**src/rtl/mem_region_pkg.sv**
```systemverilog
// Shared types and default memory map for the CPU memory-region decoder.
package mem_region_pkg;

  localparam logic [63:0] DEF_IM_BOTTOM = 64'h0000_0000_0000_1F00;
  localparam logic [63:0] DEF_IM_TOP    = 64'h0000_0007_FFFF_FFFF;
  localparam logic [63:0] DEF_DM_BOTTOM = 64'h0000_0008_0000_0000;
  localparam logic [63:0] DEF_DM_TOP    = 64'h0000_000F_FFFF_FFFF;

  typedef enum logic [2:0] {
    IDLE, DECODE, ISSUE_IM, ISSUE_DM, WAIT_IM, WAIT_DM, RESP, ERR
  } state_e;

  typedef enum logic [1:0] {
    REG_IM, REG_DM, REG_NONE
  } region_e;

  // IM has priority on overlap; a write landing in IM is a fault even if DM also covers it.
  function automatic region_e classify(input logic im_hit, input logic dm_hit, input logic we);
    region_e r;
    if (im_hit)      r = we ? REG_NONE : REG_IM;
    else if (dm_hit) r = REG_DM;
    else             r = REG_NONE;
    return r;
  endfunction

endpackage

```
**src/rtl/mem_region_match.sv**
```systemverilog
// Inclusive window compare and window-relative offset for one memory region.
module mem_region_match
  import mem_region_pkg::*;
#(
  parameter int ADDR_W = 64
) (
  input  logic [ADDR_W-1:0] i_addr,
  input  logic [ADDR_W-1:0] i_bottom,
  input  logic [ADDR_W-1:0] i_top,
  output logic              o_hit,
  output logic [ADDR_W-1:0] o_offset
);

  assign o_hit    = (i_addr >= i_bottom) && (i_addr <= i_top);
  assign o_offset = i_addr - i_bottom;

endmodule

```
**src/rtl/cpu_mem_region_decoder.sv**
```systemverilog
// Routes CPU memory requests to the IM or DM port as window-relative offsets, or faults them.
// Optional fault logging (fault_count, fault_addr) is enabled by CPU_MEM_REGION_FAULT_LOG_EN.
//
// state    | meaning
// IDLE     | waiting for a request; applies bound loads
// DECODE   | classify captured address against the windows
// ISSUE_IM | im_req_valid held until im_req_ready
// ISSUE_DM | dm_req_valid held until dm_req_ready
// WAIT_IM  | waiting for im_rsp_valid
// WAIT_DM  | waiting for dm_rsp_valid
// RESP     | one-cycle good response
// ERR      | one-cycle error response, sets fault
module cpu_mem_region_decoder
  import mem_region_pkg::*;
#(
  parameter int ADDR_W = 64,
  parameter int DATA_W = 64
) (
  input  logic              i_clk,
  input  logic              i_reset,
  input  logic [ADDR_W-1:0] i_im_bottom,
  input  logic [ADDR_W-1:0] i_im_top,
  input  logic [ADDR_W-1:0] i_dm_bottom,
  input  logic [ADDR_W-1:0] i_dm_top,
  input  logic              i_cfg_load,
  input  logic              i_req_valid,
  output logic              o_req_ready,
  input  logic [ADDR_W-1:0] i_req_addr,
  input  logic              i_req_we,
  input  logic [DATA_W-1:0] i_req_wdata,
  output logic              o_rsp_valid,
  output logic [DATA_W-1:0] o_rsp_rdata,
  output logic              o_rsp_err,
  output logic              o_im_req_valid,
  input  logic              i_im_req_ready,
  output logic [ADDR_W-1:0] o_im_req_addr,
  input  logic              i_im_rsp_valid,
  input  logic [DATA_W-1:0] i_im_rsp_rdata,
  output logic              o_dm_req_valid,
  input  logic              i_dm_req_ready,
  output logic [ADDR_W-1:0] o_dm_req_addr,
  output logic              o_dm_req_we,
  output logic [DATA_W-1:0] o_dm_req_wdata,
  input  logic              i_dm_rsp_valid,
  input  logic [DATA_W-1:0] i_dm_rsp_rdata,
`ifdef CPU_MEM_REGION_FAULT_LOG_EN
  output logic [15:0]       o_fault_count,
  output logic [ADDR_W-1:0] o_fault_addr,
`endif
  output logic              o_fault,
  input  logic              i_fault_clr
);

  state_e            r_state;
  logic [ADDR_W-1:0] r_im_bottom, r_im_top, r_dm_bottom, r_dm_top;
  logic              r_bounds_valid, r_pending_load;
  logic [ADDR_W-1:0] r_addr, r_im_req_addr, r_dm_req_addr;
  logic              r_we, r_dm_we, r_fault;
  logic [DATA_W-1:0] r_wdata, r_dm_wdata, r_rdata;

  logic              w_im_hit, w_dm_hit, w_accept, w_load;
  logic [ADDR_W-1:0] w_im_off, w_dm_off;
  region_e           w_region;

  mem_region_match #(.ADDR_W(ADDR_W)) u_match_im (
    .i_addr(r_addr), .i_bottom(r_im_bottom), .i_top(r_im_top),
    .o_hit(w_im_hit), .o_offset(w_im_off)
  );

  mem_region_match #(.ADDR_W(ADDR_W)) u_match_dm (
    .i_addr(r_addr), .i_bottom(r_dm_bottom), .i_top(r_dm_top),
    .o_hit(w_dm_hit), .o_offset(w_dm_off)
  );

  assign w_region    = classify(w_im_hit, w_dm_hit, r_we);
  assign o_req_ready = (r_state == IDLE) && r_bounds_valid && !r_pending_load;
  assign w_accept    = i_req_valid && o_req_ready;
  // A load deferred while busy lands on the first IDLE cycle with the bounds present then.
  assign w_load      = (r_state == IDLE) && (i_cfg_load || r_pending_load);

  always_ff @(posedge i_clk) begin
    if (i_reset) begin
      r_state        <= IDLE;
      r_im_bottom    <= ADDR_W'(DEF_IM_BOTTOM);
      r_im_top       <= ADDR_W'(DEF_IM_TOP);
      r_dm_bottom    <= ADDR_W'(DEF_DM_BOTTOM);
      r_dm_top       <= ADDR_W'(DEF_DM_TOP);
      r_bounds_valid <= 1'b0;
      r_pending_load <= 1'b0;
      r_addr         <= '0;
      r_we           <= 1'b0;
      r_wdata        <= '0;
      r_im_req_addr  <= '0;
      r_dm_req_addr  <= '0;
      r_dm_we        <= 1'b0;
      r_dm_wdata     <= '0;
      r_rdata        <= '0;
      r_fault        <= 1'b0;
    end else begin
      if (w_load) begin
        r_im_bottom    <= i_im_bottom;
        r_im_top       <= i_im_top;
        r_dm_bottom    <= i_dm_bottom;
        r_dm_top       <= i_dm_top;
        r_bounds_valid <= 1'b1;
        r_pending_load <= 1'b0;
      end else if (i_cfg_load) begin
        r_pending_load <= 1'b1;
      end

      if (r_state == ERR)   r_fault <= 1'b1;
      else if (i_fault_clr) r_fault <= 1'b0;

      case (r_state)
        IDLE: if (w_accept) begin
          r_addr  <= i_req_addr;
          r_we    <= i_req_we;
          r_wdata <= i_req_wdata;
          r_state <= DECODE;
        end
        DECODE: begin
          case (w_region)
            REG_IM: begin
              r_im_req_addr <= w_im_off;
              r_state       <= ISSUE_IM;
            end
            REG_DM: begin
              r_dm_req_addr <= w_dm_off;
              r_dm_we       <= r_we;
              r_dm_wdata    <= r_wdata;
              r_state       <= ISSUE_DM;
            end
            default: r_state <= ERR;
          endcase
        end
        ISSUE_IM: if (i_im_req_ready) r_state <= WAIT_IM;
        ISSUE_DM: if (i_dm_req_ready) r_state <= WAIT_DM;
        WAIT_IM: if (i_im_rsp_valid) begin
          r_rdata <= i_im_rsp_rdata;
          r_state <= RESP;
        end
        WAIT_DM: if (i_dm_rsp_valid) begin
          r_rdata <= i_dm_rsp_rdata;
          r_state <= RESP;
        end
        default: r_state <= IDLE;
      endcase
    end
  end

`ifdef CPU_MEM_REGION_FAULT_LOG_EN
  logic [15:0]       r_fault_count;
  logic [ADDR_W-1:0] r_fault_addr;

  always_ff @(posedge i_clk) begin
    if (i_reset) begin
      r_fault_count <= '0;
      r_fault_addr  <= '0;
    end else if (r_state == ERR) begin
      if (r_fault_count != 16'hFFFF) r_fault_count <= r_fault_count + 16'd1;
      r_fault_addr <= r_addr;
    end
  end

  assign o_fault_count = r_fault_count;
  assign o_fault_addr  = r_fault_addr;
`endif

  assign o_rsp_valid    = (r_state == RESP) || (r_state == ERR);
  assign o_rsp_err      = (r_state == ERR);
  assign o_rsp_rdata    = (r_state == RESP) ? r_rdata : '0;
  assign o_im_req_valid = (r_state == ISSUE_IM);
  assign o_im_req_addr  = r_im_req_addr;
  assign o_dm_req_valid = (r_state == ISSUE_DM);
  assign o_dm_req_addr  = r_dm_req_addr;
  assign o_dm_req_we    = r_dm_we;
  assign o_dm_req_wdata = r_dm_wdata;
  assign o_fault        = r_fault;

endmodule

```
**config.mk**
```make
export PLATFORM = sky130hd
export DESIGN_NAME = cpu_mem_region_decoder
export DESIGN_NICKNAME = d
export VERILOG_FILES = /design/src/rtl/mem_region_pkg.sv /design/src/rtl/mem_region_match.sv /design/src/rtl/cpu_mem_region_decoder.sv
export SDC_FILE = /design/constraint.sdc
export NUM_CORES = 2
export LEC_CHECK = 0
export ABC_AREA = 1
export BUFFER_PORTS_ARGS = -buffer_cell sky130_fd_sc_hd__buf_2
export CORE_MARGIN = 1
export CORE_UTILIZATION = 30
export DETAILED_ROUTE_END_ITERATION = 6
export SLEW_MARGIN = 10
export SYNTH_ARGS = -nofsm -noshare
export SYNTH_HDL_FRONTEND = slang
export SYNTH_SLANG_ARGS = --single-unit
```
**constraint.sdc**
```tcl
create_clock -name i_clk -period 7.57 [get_ports i_clk]
set_clock_uncertainty 0.05 [all_clocks]
set_input_delay 0.3785 -clock i_clk [delete_from_list [all_inputs] [get_ports i_clk]]
set_output_delay 0.3785 -clock i_clk [all_outputs]
set_load 0.02 [all_outputs]
```
---- Yosys cells after proc, flatten, opt, wreduce, memory -nomap -nowiden ----
Cells that the tools add are included.
W data, S select, Z words.
storage, ports and cells
  bits in registers ....................... 648
  input port bits ......................... 522
  output and inout port bits .............. 263
operators by class
  add/sub/neg operators ................... 2
  magnitude comparators ................... 4
  eq/ne operators ......................... 13
  muxes and demuxes ....................... 16
  reduce and logical (&&, ||, !) cells .... 19
operators by type and width
  cell                  count
  $mux W64              3
  $ge A64 B64 Y1        2
  $le A64 B64 Y1        2
  $pmux W64 S2          1
  $sub A64 B64 Y64      2
  $pmux W3 S6           1
  $mux W3               5
  $eq A3 B3 Y1 const B  4
  $eq A3 B2 Y1 const B  2
  $logic_and A1 B1 Y1   6
  $mux W2               3
  $ne A2 B2 Y1 const B  3
  $pmux W3 S2           1
  $reduce_and A2 Y1     3
  $reduce_and A5 Y1     1
  $ne A2 B1 Y1 const B  2
  $reduce_bool A2 Y1    2
  $eq A3 B1 Y1 const B  1
  $logic_not A3 Y1      1
  $reduce_and A3 Y1     1
  $eq A2 B1 Y1 const B  1
  $logic_not A2 Y1      1
  $logic_or A1 B1 Y1    2
  $mux W1               2
  other kinds (2)       2

---- Longest topological paths before layout ----
  depth after elaboration ................. 7
  gate-level depth with buffers ........... 24
  depth with buffers taken out ............ 23

---- Cells and area by module ----
From an unflattened synthesis, not the netlist that was laid out.
second synthesis, totals
  cell total of the unflattened synthesis .. 6023
  area total of the unflattened synthesis .. 38814.7 µm²
modules (own cells, without submodules)
  module                          instances  cells an instance  area each (µm²)
  cpu_mem_region_decoder          1          3222               24204.5
  mem_region_match at u_match_dm  1          1399               7305.8
  mem_region_match at u_match_im  1          1402               7304.5

---- Worst setup path after synthesis ----
No wires, ideal clock.
  path kind ............................... reg2reg
  from .................................... register r_addr[0]
  to ...................................... register r_im_req_addr[9] (netlist: o_im_req_addr[9])
  library setup time ...................... 119 ps
  data arrival time ....................... 2456 ps
  required time ........................... 7401 ps
  setup slack ............................. 4945 ps
  cell stages (with the launch flop) ...... 20
  path through ............................ dfxtp_1 -> inv_1 -> ha_1 -> fa_1 -> o21ai_2 -> nand2_1 -> nand2_1 -> nand2_1 -> nand2_2 -> nand2_1 -> nand2_2 -> nand2_1 -> nand3_2 -> nand2_4 -> nor2_2 -> nand2_2 -> clkinv_4 -> buf_6 -> buf_6 -> a21oi_1
between the ends
  cells in the longest elaborated chain, start to end .. 6
  elaborated cells on any way between the ends .. 11
  those cells by class .................... add/sub: 1; order compare: 4; mux: 2; reduce/logical: 4
RTL lines
  element                                           RTL line                       text
  start, declared                                   cpu_mem_region_decoder.sv:57   logic [ADDR_W-1:0] r_addr, r_im_req_addr, r_dm_req_addr;
  start signal, assigned                            cpu_mem_region_decoder.sv:116  r_addr <= i_req_addr;
  $ge A64 B64 Y1 or $le A64 B64 Y1 (tied branches)  mem_region_match.sv:14         assign o_hit = (i_addr >= i_bottom) && (i_addr <= i_top);
  $logic_and A1 B1 Y1                               mem_region_match.sv:14
  $mux W2                                           mem_region_pkg.sv:21           else if (dm_hit) r = REG_DM;
  $mux W2                                           mem_region_pkg.sv:20           if (im_hit) r = we ? REG_NONE : REG_IM;
  $logic_not A2 Y1                                  cpu_mem_region_decoder.sv:122  case (w_region)
  $reduce_and A2 Y1 (no line)                       n/a
  end signal, assigned                              cpu_mem_region_decoder.sv:124  r_im_req_addr <= w_im_off;
  end, declared                                     cpu_mem_region_decoder.sv:57
Several ways; a longest one is shown, not always the timed one.
A chain may end at the register's enable or synchronous reset.

---- Worst setup path after layout ----
  from .................................... register r_addr[1]
  to ...................................... register r_dm_wdata[5] (netlist: o_dm_req_wdata[5])
between the ends
  cells in the longest elaborated chain, start to end .. 6
  elaborated cells on any way between the ends .. 10
  those cells by class .................... order compare: 4; eq/ne: 1; mux: 2; reduce/logical: 3
RTL lines
  element                                           RTL line                       text
  $ge A64 B64 Y1 or $le A64 B64 Y1 (tied branches)  mem_region_match.sv:14
  $logic_and A1 B1 Y1                               mem_region_match.sv:14
  $mux W2                                           mem_region_pkg.sv:21
  $mux W2 (*)                                       mem_region_pkg.sv:20
  $eq A2 B1 Y1 (*)                                  cpu_mem_region_decoder.sv:122
  $reduce_and A2 Y1 (no line) (*)                   n/a
  end signal, assigned                              cpu_mem_region_decoder.sv:130  r_dm_wdata <= r_wdata;
  end, declared                                     cpu_mem_region_decoder.sv:59   logic [DATA_W-1:0] r_wdata, r_dm_wdata, r_rdata;
Mark *: on every way between the ends. The rest lies on a longest branch, timed or not.

==> results.yml <==
status:
  status: "finished clean"
place:
  place_ws_ns: 3.26
  dp_hpwl_mm: 121
  gp_congestion: 1.01
  io_buffers: 784
die:
  die_y_um: 343
  rows: 124
  die_w_um: 343
  core_um2: 115000
  dieArea_um2: 118000
  io_pins: 785
  start_util_pct: 30.4
finish:
  syn2layout_area_growth_pct: 31.2
  final_common_cell: "a21oi_1"
  nets: 6644
  drive_above_1_share_pct: 16.4
  mostFrequentLayoutCells: "a21oi_1, buf_2, nand2_1, dfxtp_1, inv_1"
global_route:
  grt_pass1_wl_mm: 228
  grt_max_degree: 173
  track_usage_pct: 25.8
  overflow: 0
  grt_pass1_vias: 36200
  antenna_found_initial: 16
routing:
  viasPerCell: 5.06
  drc_errors: 0
  vias: 37700
  totalWireLength_mm: 158
  ant_nets: 0
  wl_per_cell_um: 21.3
  drt-initial-drc-count: 2515
  dr.pass1.iters: 6
logic_synthesis:
  synth_ff_type: "dfxtp_1"
  syn_nets: 5671
  yosys.area.top_type_share_pct: 37.1
  synth_area_um2: 35000
  synth_cells: 4891
  synth_area_leaders: "dfxtp_1, a21oi_1, ha_1, nand2_1, inv_1"
  yosys.cell_types.count: 52
  synth_edf_count: 0
  ys_warn_count: 0
  yosysSeqAreaShare_pct: 37.1
  synth_seq_cells: 648
  async_reset_ff_share_pct: 0
  avgSynthCellArea_um2: 7.15
  synth_top_cell_by_area: "dfxtp_1"
critical_path:
  cp_data_required_time_ns: 8.07
  cp_max_fo: 132
  critPathCaptureType: "flop"
  cp-start-kind: "flop"
  crit_arrival_ns: 4.81
  crit_type: "reg -> reg"
sta:
  post-route-min-period_ns: 4.31
  hold_ws_ns: 0.0238
  drv_slew: 0
  setup_viol: 0
  worst_pin_slew_ns: 1.15
  grt_setup_unrepaired: "false"
  finalHoldViolations: 0
  finalCritPeriodShare_pct: 56.9
  setup_ws_ns: 3.26
  slew_headroom_pct: 22.3
  max_freq_ghz: 0.232
  fin_tns_setup_ns: 0
min_path:
  hp-class: "in -> reg"
power_and_ir_drop:
  cellLeakagePower_nw: 21.6
  total_power_mw: 18.4
  ir_worst_vdd_mv: 0.267
  p_per_area_nw_per_um2: 402
clock_network:
  clk_latency_ns: 0.67
  clk_pin_slew_ns: 0.06
  cts_buffers: 78
  cts_setup_buffers: 0
  cts-root-buf: "clkbuf_16"
  clk_path_buf_depth: 3
  h-tree-depth: 3
  cts.sinks: 648
  cts_tree: "built"
run:
  drv_cap: 0
[worst max-delay path, cell delays in order (launching register included)]
cell and delay [ns]:
dfxtp_1 0.51, inv_1 0.26, fa_1 0.52, inv_1 0.08, nand2_1 0.06, nand2_2 0.09
nand2_1 0.07, nand2_2 0.10, nand2_1 0.06, nand2_2 0.10, nand2_1 0.07, nand3_1 0.07
nand2_1 0.05, nand2_1 0.13, nand2_1 0.10, clkinv_1 0.08, nand3_4 0.10, inv_6 0.60
buf_4 0.64, nand2_1 0.14, a21oi_1 0.18
[power by group]
group	internal [mW]	total, mW	switching [mW]
Sequential	4.40	4.86	0.457
Clock	2.25	3.84	1.59
Combinational	2.79	9.74	6.95
Total	9.45	18.4	8.99
[worst paths after layout]
path	from	endpoint	slack, ns	depth (start not counted)
max reg2reg	r_addr[1]	o_dm_req_wdata[5]	3.26	20
min	i_im_rsp_rdata[51]	r_rdata[51]	0.02	3
min reg2reg	r_wdata[2]	o_dm_req_wdata[2]	0.40	2
max	r_addr[1]	o_dm_req_wdata[5]	3.26	20
[repair_timing]
item,in CTS,in global routing
hold buffers,334,0
resized for setup,0,0
endpoints found under the hold margin,334,0
[flip-flops by register name, summed over array words and instances (netlist names)]
signal	cells
o_dm_req_addr	64
o_dm_req_wdata	64
o_dm_req_we	1
o_fault	1
o_im_req_addr	64
r_addr	64
r_bounds_valid	1
r_dm_bottom	64
r_dm_top	64
r_im_bottom	64
r_im_top	64
r_pending_load	1
r_rdata	64
r_state	3
r_wdata	64
r_we	1
[cell type report]
type	instances	area [um^2]
antenna	4	10.0
clock buffer	113	2300
tap	1512	1890
sequential	648	13000
clock inverter	27	288
timing repair buffer	1139	7460
fill	12100	69100
multi-input combinational	3387	18600
inverter	610	2310
[metal layers]
| layer | track usage (%) | share of wire [%] | vias up |
|---|---|---|---|
| li1 | - | - | 18400 |
| met5 | 0 | 0.064 | - |
| met4 | 9.57 | 4.0 | 18 |
| met3 | 5.83 | 7.7 | 288 |
| met2 | 41.9 | 45 | 1405 |
| met1 | 33.3 | 43 | 17600 |
[Yosys cell counts, drive strengths merged (11+ instances only)]
| cell type | number |
|---|---|
| nand3 | 205 |
| o21a | 11 |
| xnor2 | 61 |
| ha | 256 |
| a21o | 33 |
| nand4 | 15 |
| nor4 | 19 |
| nor3 | 33 |
| nor2 | 391 |
| a31oi | 26 |
| clkbuf | 202 |
| buf | 44 |
| xor2 | 53 |
| a211oi | 130 |
| o21bai | 14 |
| a21oi | 843 |
| inv | 606 |
| nand2 | 750 |
| o21ai | 512 |
| dfxtp | 648 |
[through the flow]
stage	area [um^2]	std cells	util, %
floorplan	35000	4891	-
global placement	39900	6962	34.7
detailed placement	39900	6962	34.7
CTS	45900	7436	39.9
global route	45900	7437	39.9
finish	45900	7440	39.9
[kinds of logic after synthesis]
family,count (synthesis),synth area share (%)
flops,648,37.1
fa+ha+maj,258,9.27
buf+inv,856,9.73
simple gates,1426,16.7
compound gates,1589,24.4
xor+xnor,114,2.85
Power figures use the tool's default switching activity.
